<file path="config.mk">
export PLATFORM = sky130hd
export DESIGN_NAME = imm_extend_pipe
export DESIGN_NICKNAME = d
export VERILOG_FILES = /design/src/rtl/imm_pkg.sv /design/src/rtl/imm_extend_core.sv /design/src/rtl/imm_extend_pipe.sv
export SDC_FILE = /design/constraint.sdc
export NUM_CORES = 1
export LEC_CHECK = 0
export CAP_MARGIN = 15
export CORE_MARGIN = 2
export CORE_UTILIZATION = 30
export CTS_BUF_LIST = sky130_fd_sc_hd__clkbuf_2
export CTS_CLUSTER_SIZE = 20
export DETAILED_ROUTE_END_ITERATION = 8
export HOLD_SLACK_MARGIN = 0.1
export PLACE_DENSITY_LB_ADDON = 0.15
export SLEW_MARGIN = 20
export SYNTH_ARGS = -nofsm -noshare
export SYNTH_HDL_FRONTEND = slang
export SYNTH_SLANG_ARGS = --single-unit
</file>
<file path="constraint.sdc">
create_clock -name clk -period 3.25 [get_ports clk]
set_clock_uncertainty 0.05 [all_clocks]
set_input_delay 0.325 -clock clk [delete_from_list [all_inputs] [get_ports clk]]
set_output_delay 0.325 -clock clk [all_outputs]
set_load 0.01 [all_outputs]
</file>
<file path="src/rtl/imm_pkg.sv">
// Shared types and constants for the buffered immediate extender.
// Decoded entries are built at IMM_MAX_W / TAG_MAX_W and truncated by the top
// level to its DATA_W / TAG_W parameters.
// The top level therefore supports DATA_W <= 64 and TAG_W <= 16.
package imm_pkg;

  localparam int IMM_MAX_W = 64;
  localparam int TAG_MAX_W = 16;
  localparam int BR_SHIFT  = 2;

  typedef enum logic [2:0] {
    IMM8   = 3'd0,
    IMM12  = 3'd1,
    BR24   = 3'd2,
    SPLIT8 = 3'd3,
    ROT8   = 3'd4,
    IMM24  = 3'd5,
    RSV6   = 3'd6,
    RSV7   = 3'd7
  } imm_src_e;

  typedef struct packed {
    logic [IMM_MAX_W-1:0] ExtImm;
    logic [TAG_MAX_W-1:0] tag;
    logic                 err;
    logic                 rot_c;
  } imm_entry_t;

  // Rotate a 32-bit word right by amt bits.
  function automatic logic [31:0] ror32(input logic [31:0] v, input logic [4:0] amt);
    logic [63:0] dbl;
    dbl = {v, v} >> amt;
    return dbl[31:0];
  endfunction

endpackage

</file>
<file path="src/rtl/imm_extend_core.sv">
// Combinational immediate decode: turns one instruction field and mode into
// a full-width extended immediate with its error and rotate-carry flags.
// Macro ROTATE_IMM_EN enables the ARM rotated-immediate mode (ROT8); without
// it ROT8 is reported as an undefined mode.
module imm_extend_core
  import imm_pkg::*;
#(
  parameter int TAG_W = 4
) (
  input  logic [23:0]      instr_i,
  input  logic [2:0]       imm_src_i,
  input  logic [TAG_W-1:0] tag_i,
  output imm_entry_t       ent_o
);

  localparam int BR_W = 24 + BR_SHIFT;

  imm_src_e        src;
  logic [BR_W-1:0] br_off;

  assign src    = imm_src_e'(imm_src_i);
  assign br_off = {instr_i, {BR_SHIFT{1'b0}}};

`ifdef ROTATE_IMM_EN
  logic [4:0]  rot;
  logic [31:0] val32;

  assign rot   = {instr_i[11:8], 1'b0};
  assign val32 = ror32({24'd0, instr_i[7:0]}, rot);
`endif

  // Mode decode; undefined modes yield a zero immediate with err set.
  always_comb begin
    ent_o     = '0;
    ent_o.tag = TAG_MAX_W'(tag_i);
    case (src)
      IMM8:   ent_o.ExtImm = IMM_MAX_W'(instr_i[7:0]);
      IMM12:  ent_o.ExtImm = IMM_MAX_W'(instr_i[11:0]);
      BR24:   ent_o.ExtImm = {{(IMM_MAX_W-BR_W){br_off[BR_W-1]}}, br_off};
      SPLIT8: ent_o.ExtImm = IMM_MAX_W'({instr_i[11:8], instr_i[3:0]});
      ROT8: begin
`ifdef ROTATE_IMM_EN
        ent_o.ExtImm = IMM_MAX_W'(val32);
        ent_o.rot_c  = (rot != 5'd0) & val32[31];
`else
        ent_o.err    = 1'b1;
`endif
      end
      IMM24:  ent_o.ExtImm = IMM_MAX_W'(instr_i);
      default: ent_o.err   = 1'b1;
    endcase
  end

endmodule

</file>
<file path="src/rtl/imm_extend_pipe.sv">
// Buffered immediate extender: decodes at the input, stores results in a
// DEPTH-entry FIFO and presents them in order over valid/ready.
// Optional macro ROTATE_IMM_EN enables the rotated-immediate mode in the core.
// DATA_W must be in 32..64, DEPTH a power of two >= 2, TAG_W <= 16.
module imm_extend_pipe
  import imm_pkg::*;
#(
  parameter int DATA_W = 32,
  parameter int DEPTH  = 2,
  parameter int TAG_W  = 4
) (
  input  logic              clk,
  input  logic              reset_n,
  input  logic              in_valid,
  output logic              in_ready,
  input  logic [23:0]       Instr,
  input  logic [2:0]        ImmSrc,
  input  logic [TAG_W-1:0]  in_tag,
  output logic              out_valid,
  input  logic              out_ready,
  output logic [DATA_W-1:0] ExtImm,
  output logic [TAG_W-1:0]  out_tag,
  output logic              ext_err,
  output logic              rot_c
);

  localparam int PTR_W = $clog2(DEPTH);
  localparam int CNT_W = PTR_W + 1;

  imm_entry_t        core_ent;
  logic              unused_ent;
  logic              push;
  logic              pop;
  logic [PTR_W-1:0]  wr_q, wr_d;
  logic [PTR_W-1:0]  rd_q, rd_d;
  logic [PTR_W-1:0]  head;
  logic [CNT_W-1:0]  cnt_q, cnt_d;
  logic [DATA_W-1:0] imm_q [DEPTH];
  logic [TAG_W-1:0]  tag_q [DEPTH];
  logic [DEPTH-1:0]  err_q;
  logic [DEPTH-1:0]  rot_q;

  imm_extend_core #(
    .TAG_W(TAG_W)
  ) u_core (
    .instr_i   (Instr),
    .imm_src_i (ImmSrc),
    .tag_i     (in_tag),
    .ent_o     (core_ent)
  );

  // Only the low DATA_W / TAG_W bits of the decoded entry are stored.
  assign unused_ent = ^core_ent;

  assign in_ready  = (cnt_q != CNT_W'(DEPTH));
  assign out_valid = (cnt_q != '0);
  assign push      = in_valid & in_ready;
  assign pop       = out_valid & out_ready;

  // While empty, the most recently popped entry still sits one slot behind
  // the read pointer, so the outputs hold their last values.
  assign head    = out_valid ? rd_q : rd_q - PTR_W'(1);
  assign ExtImm  = imm_q[head];
  assign out_tag = tag_q[head];
  assign ext_err = err_q[head];
  assign rot_c   = rot_q[head];

  // Pointer and occupancy next-state; pointers wrap because DEPTH is a power of two.
  always_comb begin
    wr_d  = wr_q;
    rd_d  = rd_q;
    cnt_d = cnt_q;
    if (push) wr_d = wr_q + PTR_W'(1);
    if (pop)  rd_d = rd_q + PTR_W'(1);
    case ({push, pop})
      2'b10:   cnt_d = cnt_q + CNT_W'(1);
      2'b01:   cnt_d = cnt_q - CNT_W'(1);
      default: ;
    endcase
  end

  // Control registers: pointers and count, cleared asynchronously.
  always_ff @(posedge clk or negedge reset_n) begin
    if (!reset_n) begin
      wr_q  <= '0;
      rd_q  <= '0;
      cnt_q <= '0;
    end else begin
      wr_q  <= wr_d;
      rd_q  <= rd_d;
      cnt_q <= cnt_d;
    end
  end

  // Entry storage; written only on an accepted push so idle input bits never land here.
  always_ff @(posedge clk or negedge reset_n) begin
    if (!reset_n) begin
      for (int i = 0; i < DEPTH; i++) begin
        imm_q[i] <= '0;
        tag_q[i] <= '0;
      end
      err_q <= '0;
      rot_q <= '0;
    end else if (push) begin
      imm_q[wr_q] <= core_ent.ExtImm[DATA_W-1:0];
      tag_q[wr_q] <= core_ent.tag[TAG_W-1:0];
      err_q[wr_q] <= core_ent.err;
      rot_q[wr_q] <= core_ent.rot_c;
    end
  end

endmodule

</file>
# Word level (Yosys, flattened, before mapping)
# Cells that the tools add are included.
# classes
reduce_logical	6
mux	23
bitwise_logic	6
n_lt_le_gt_ge	6
add_sub_neg	5
n_eq_ne	7
# op_table
cell	n
case mux 32 bit (5 select lines)	1
2-to-1 mux 32 bit	4
bitwise mux 64 bit	1
demux 32 bit (select 1 bit)	1
2-to-1 mux 4 bit	4
bitwise mux 8 bit	1
2-to-1 mux 1 bit	7
== test 3 x 2 -> 1 bit (second input constant)	2
OR reduction 5 bit	1
demux 4 bit (select 1 bit)	1
greater-or-equal comparator 2 bit (second input constant)	2
less-than comparator 1 x 2 -> 1 bit (second input constant)	2
inverter 1 -> 2 bit	2
case mux 2 bit (2 select lines)	1
nonzero test 2 bit	2
== test 3 x 1 -> 1 bit (second input constant)	1
== test 3 bit (second input constant)	1
zero test 3 bit	1
adder 1 bit (second input constant)	2
adder 2 x 1 -> 2 bit (second input constant)	1
AND 1 bit	2
AND 2 bit	1
bitwise mux 2 bit	1
== test 2 x 1 -> 1 bit (second input constant)	1
9 further kinds	10
# totals
output_inout_bits	40
wordCells	62
input_bits	35
reg_bits	80

# Logic depth before layout (Yosys ltp)
# logic_depth
word_depth	6
depth_mapped	7
depth_no_buf	7

# Modules after synthesis
# A second synthesis with hierarchy kept.
# unflattened
hier_cells	328
area_unflattened_um2	4372.9
# by_module_without_submodules
mod	cells_per_inst	instances	area_each_um2	seq_area_each_um2
imm_extend_pipe	220	1	3578.4	2001.9
imm_extend_core	108	1	794.5	0.0

# Worst setup path before layout
# Ideal clock, no wire load.
# synth_path
kind	register to output
startpoint	reg cnt_q[0]
endpoint	out ExtImm[26]
slack_ps	1258
t_required_ps	2875
n_path_buf	2
path_stages_with_launch	6
arrival_ps	1617
cell_sequence	dfrtp_1 or2_4 xor2_4 buf_6 mux2_4 buf_4
# synth_between
elab_chain_len	6
# synth_lines
element	line_no	source
start: declaration	imm_extend_pipe.sv:37	logic [CNT_W-1:0] cnt_q, cnt_d;
start signal: assignment	imm_extend_pipe.sv:91	cnt_q <= cnt_d;
nonzero test 2 bit	imm_extend_pipe.sv:56	assign out_valid = (cnt_q != '0);
named net out_valid	imm_extend_pipe.sv:19	output logic out_valid,
2-to-1 mux 1 bit	imm_extend_pipe.sv:62	assign head = out_valid ? rd_q : rd_q - PTR_W'(1);
inverter 1 -> 2 bit (not written as such)	imm_extend_pipe.sv:63	assign ExtImm = imm_q[head];
2-to-1 mux 32 bit (not written as such) (3 in a row)	imm_extend_pipe.sv:63	
end: declaration	imm_extend_pipe.sv:21	output logic [DATA_W-1:0] ExtImm,
# The timed path passes the listed nets, and every way through them passes these cells. The select of a mux whose other input is x is not followed.

# Worst setup path in the final report
# layout_path
startpoint	reg cnt_q[0]
endpoint	out ExtImm[1]
# layout_between
elab_chain_len	6
# layout_lines
element	line_no
nonzero test 2 bit	imm_extend_pipe.sv:56
2-to-1 mux 1 bit	imm_extend_pipe.sv:62
inverter 1 -> 2 bit (not written as such)	imm_extend_pipe.sv:63
2-to-1 mux 32 bit (not written as such) (3 in a row)	imm_extend_pipe.sv:63
# Every way passes these cells. The select of a mux whose other input is x is not followed.

==> results.cfg <==
[drt]
drc = 4
drt_iter0_drc = 113
drt_pass1_iterations = 6
route.detailed.wl_per_inst_um = 17.7
num_vias = 2392
vias_per_cell = 4.96
wl_um = 8530
ant_nets = 0

[place]
post_dp_cell_area_um2 = 4390
place.gp.congestion = 0.749
hpwl_um = 5670
portBuffers = 74

[logic_synthesis]
yosys-top-cells-area = dfrtp_1 (48%), mux2_2 (16%), mux2_4 (13%)
async_reset_ff_share_pct = 100
synthMuxAreaShare_pct = 30.2
synth-main-ff-cell = dfrtp_1
synth_adder_area_share_pct = 0.352
synthTopCellsByCount = dfrtp_1 (68), mux2_2 (51), mux2_4 (30)
synth-xor-area-share_pct = 2.00
syn_area_um2 = 3560
ys_seq_area_share_pct = 47.8
yosys.area.top_type = dfrtp_1
synth_top_area_share_pct = 47.8
synthCells = 263
ys_ff_latch = 68
synthesis.nets = 299
syn_avg_cell_area_um2 = 13.5
yosys_warnings = 0
yosys.area_share.simple_pct = 4.29
synth_compound_area_share_pct = 10.1
synth_top_family_by_area = multiplexers
yosysMostFrequentCell = dfrtp_1
yosysUniqueCellTypes = 31
synth_edf_count = 0

[sta]
worst_slew_pin_slew_ns = 0.597
maxSlewViolCount = 0
finalCritPeriodShare_pct = 93.7
setup_viol_count_final = 0
finalSetupTns_ns = 0
fmax_ghz = 0.328
relSlewSlack_pct = 60.2
post-route-min-period_ns = 3.05
final_hold_viol_count = 0
rsz0062_at_grt = false

[worst_hold_path]
hold_path_class = in -> async

[clocking]
clk_path_buf_depth = 2
clk_latency_ns = 0.50
cts_tree = done
clk_pin_slew_ns = 0.19
ctsResizeCount = 0
cts.sinks = 68
cts_made_buffers = 9
cts_max_level = 3
root_buffer = clkbuf_2

[worst_setup_path]
slowest_stage = clkdlybuf4s50_1
required_ns = 2.87
cp-start-kind = register
critPathKind = reg -> out
critPathMaxFanout = 13
end_kind = primary output
cp_slowest_stage_delay_ns = 0.51
path_cells = or2_4 > xor2_4 > buf_4 > mux2_4 > clkdlybuf4s50_1
arrival_ns = 2.67

[floorplan]
die_w_um = 113
dieHeight_um = 113
initial_core_util_pct = 30.9
pin_count = 75
rows = 39
die_area_um2 = 12700
coreArea_um2 = 11500

[layout]
nets = 371
synthToLayoutAreaGrowth_pct = 26.5
drive_gt1_share_pct = 33.3
antennaDiodeCount = 0
final_area_um2 = 4500

[pwr]
ir_drop_v = 0.000480
leakagePower_nw = 2.03
p_per_area_nw_per_um2 = 993

[grt]
grt_max_degree = 45
grt_pass1_vias = 2508
grt_pass1_wl_um = 13600
globalRouteOverflowTotal = 0
antenna_found_initial = 0
gr-usage-all-layers_pct = 13.8

[status]
violations = design-rule violations
status = complete, but fails checks

[run]
maxCapViolations = 0
-- layout make-up --
type	instances	area, um^2
Clock buffer	12	60.1
Sequential cell	68	1700
Inverter	4	15.0
Multi-Input combinational cell	167	1680
Tap cell	143	179
Timing Repair Buffer	85	823
Clock inverter	3	38.8
Fill cell	1125	7010
-- worst max-delay path: cells and delay by family, from the launching register on --
kind	cells	cell delay (ns)
xor+xnor	1	0.21
buf+inv	2	0.85
flops	1	0.47
simple gates	1	0.30
mux	1	0.33
-- flip-flops by register name (all words and copies together), names as in the netlist --
name and cells:
cnt_q 2, wr_q 1, rd_q 1, rot_q 2, tag_q 8, imm_q 52
err_q 2
-- report_power, final --
part	leakage (nW)	switching, mW	internal, mW
combinational	1.09	1.04	1.55
clock	0.0695	0.297	0.180
sequential	0.866	0.207	1.19
total	2.03	1.55	2.93
-- worst paths after layout --
kind | cells past startpoint | slack [ns] | to | from
min | 2 | 0.29 | imm_q[1]$_DFFE_PN0P_ | reset_n
max | 5 | 0.20 | ExtImm[1] | cnt_q[0]$_DFFE_PN0P_
max reg2reg | 4 | 1.27 | imm_q[16]$_DFFE_PN0P_ | wr_q$_DFFE_PN0N_
min reg2reg | 1 | 0.46 | tag_q[6]$_DFFE_PN0P_ | tag_q[6]$_DFFE_PN0P_
max in group asynchronous | 3 | 2.23 | imm_q[23]$_DFFE_PN0P_ | reset_n
min in group clk | 2 | 0.39 | tag_q[4]$_DFFE_PN0P_ | in_tag[0]
-- what timing repair did --
action                    4_1_cts  5_1_grt
setup buffers                   0        0
hold buffers                    1        0
hold endpoints to repair       42        0
-- through the flow --
step | std cells | total power [mW] | setup slack (ns) | hold WS [ns] | util, %
CTS | 482 | 4.55 | 0.144 | 0.335 | 39.1
global route | 482 | 4.77 | 0.0680 | 0.266 | 39.1
finish | 482 | 4.47 | 0.204 | 0.293 | 39.1
global placement | 466 | 4.03 | 0.814 | 0.421 | 38.1
floorplan | 263 | 3.10 | 1.26 | -0.0206 | -
detailed placement | 466 | 4.05 | 0.772 | 0.430 | 38.1
-- logic make-up after synthesis --
group	Yosys count
mux	86
flops	68
compound gates	48
buf+inv	28
simple gates	26
xor+xnor	6
fa+ha+maj	1
-- cell usage in the layout, fill, tap and decap left out, types with 2 or more instances in the layout --
cell and n:
clkdlybuf4s50_1 73, dfrtp_1 68, mux2_2 51, mux2_4 30
a31oi_1 24, a22o_1 16, clkbuf_2 12, buf_4 11
nand2_1 7, nor2_1 6, mux2i_1 4, a211o_1 4
inv_1 3, and2_1 3, nor2b_1 3, xnor2_1 3
nor3_4 2, o211ai_1 2, o211a_1 2, xor2_1 2
-- layer usage --
layer	vias to the layer above	wire length (um)	global-route usage, %
li1	1110	-	-
met5	-	0	0
met3	9	598	4.98
met2	75	3910	21.0
met1	1198	3910	18.4
met4	0	112	4.39
(Power assumes the default switching activity.)
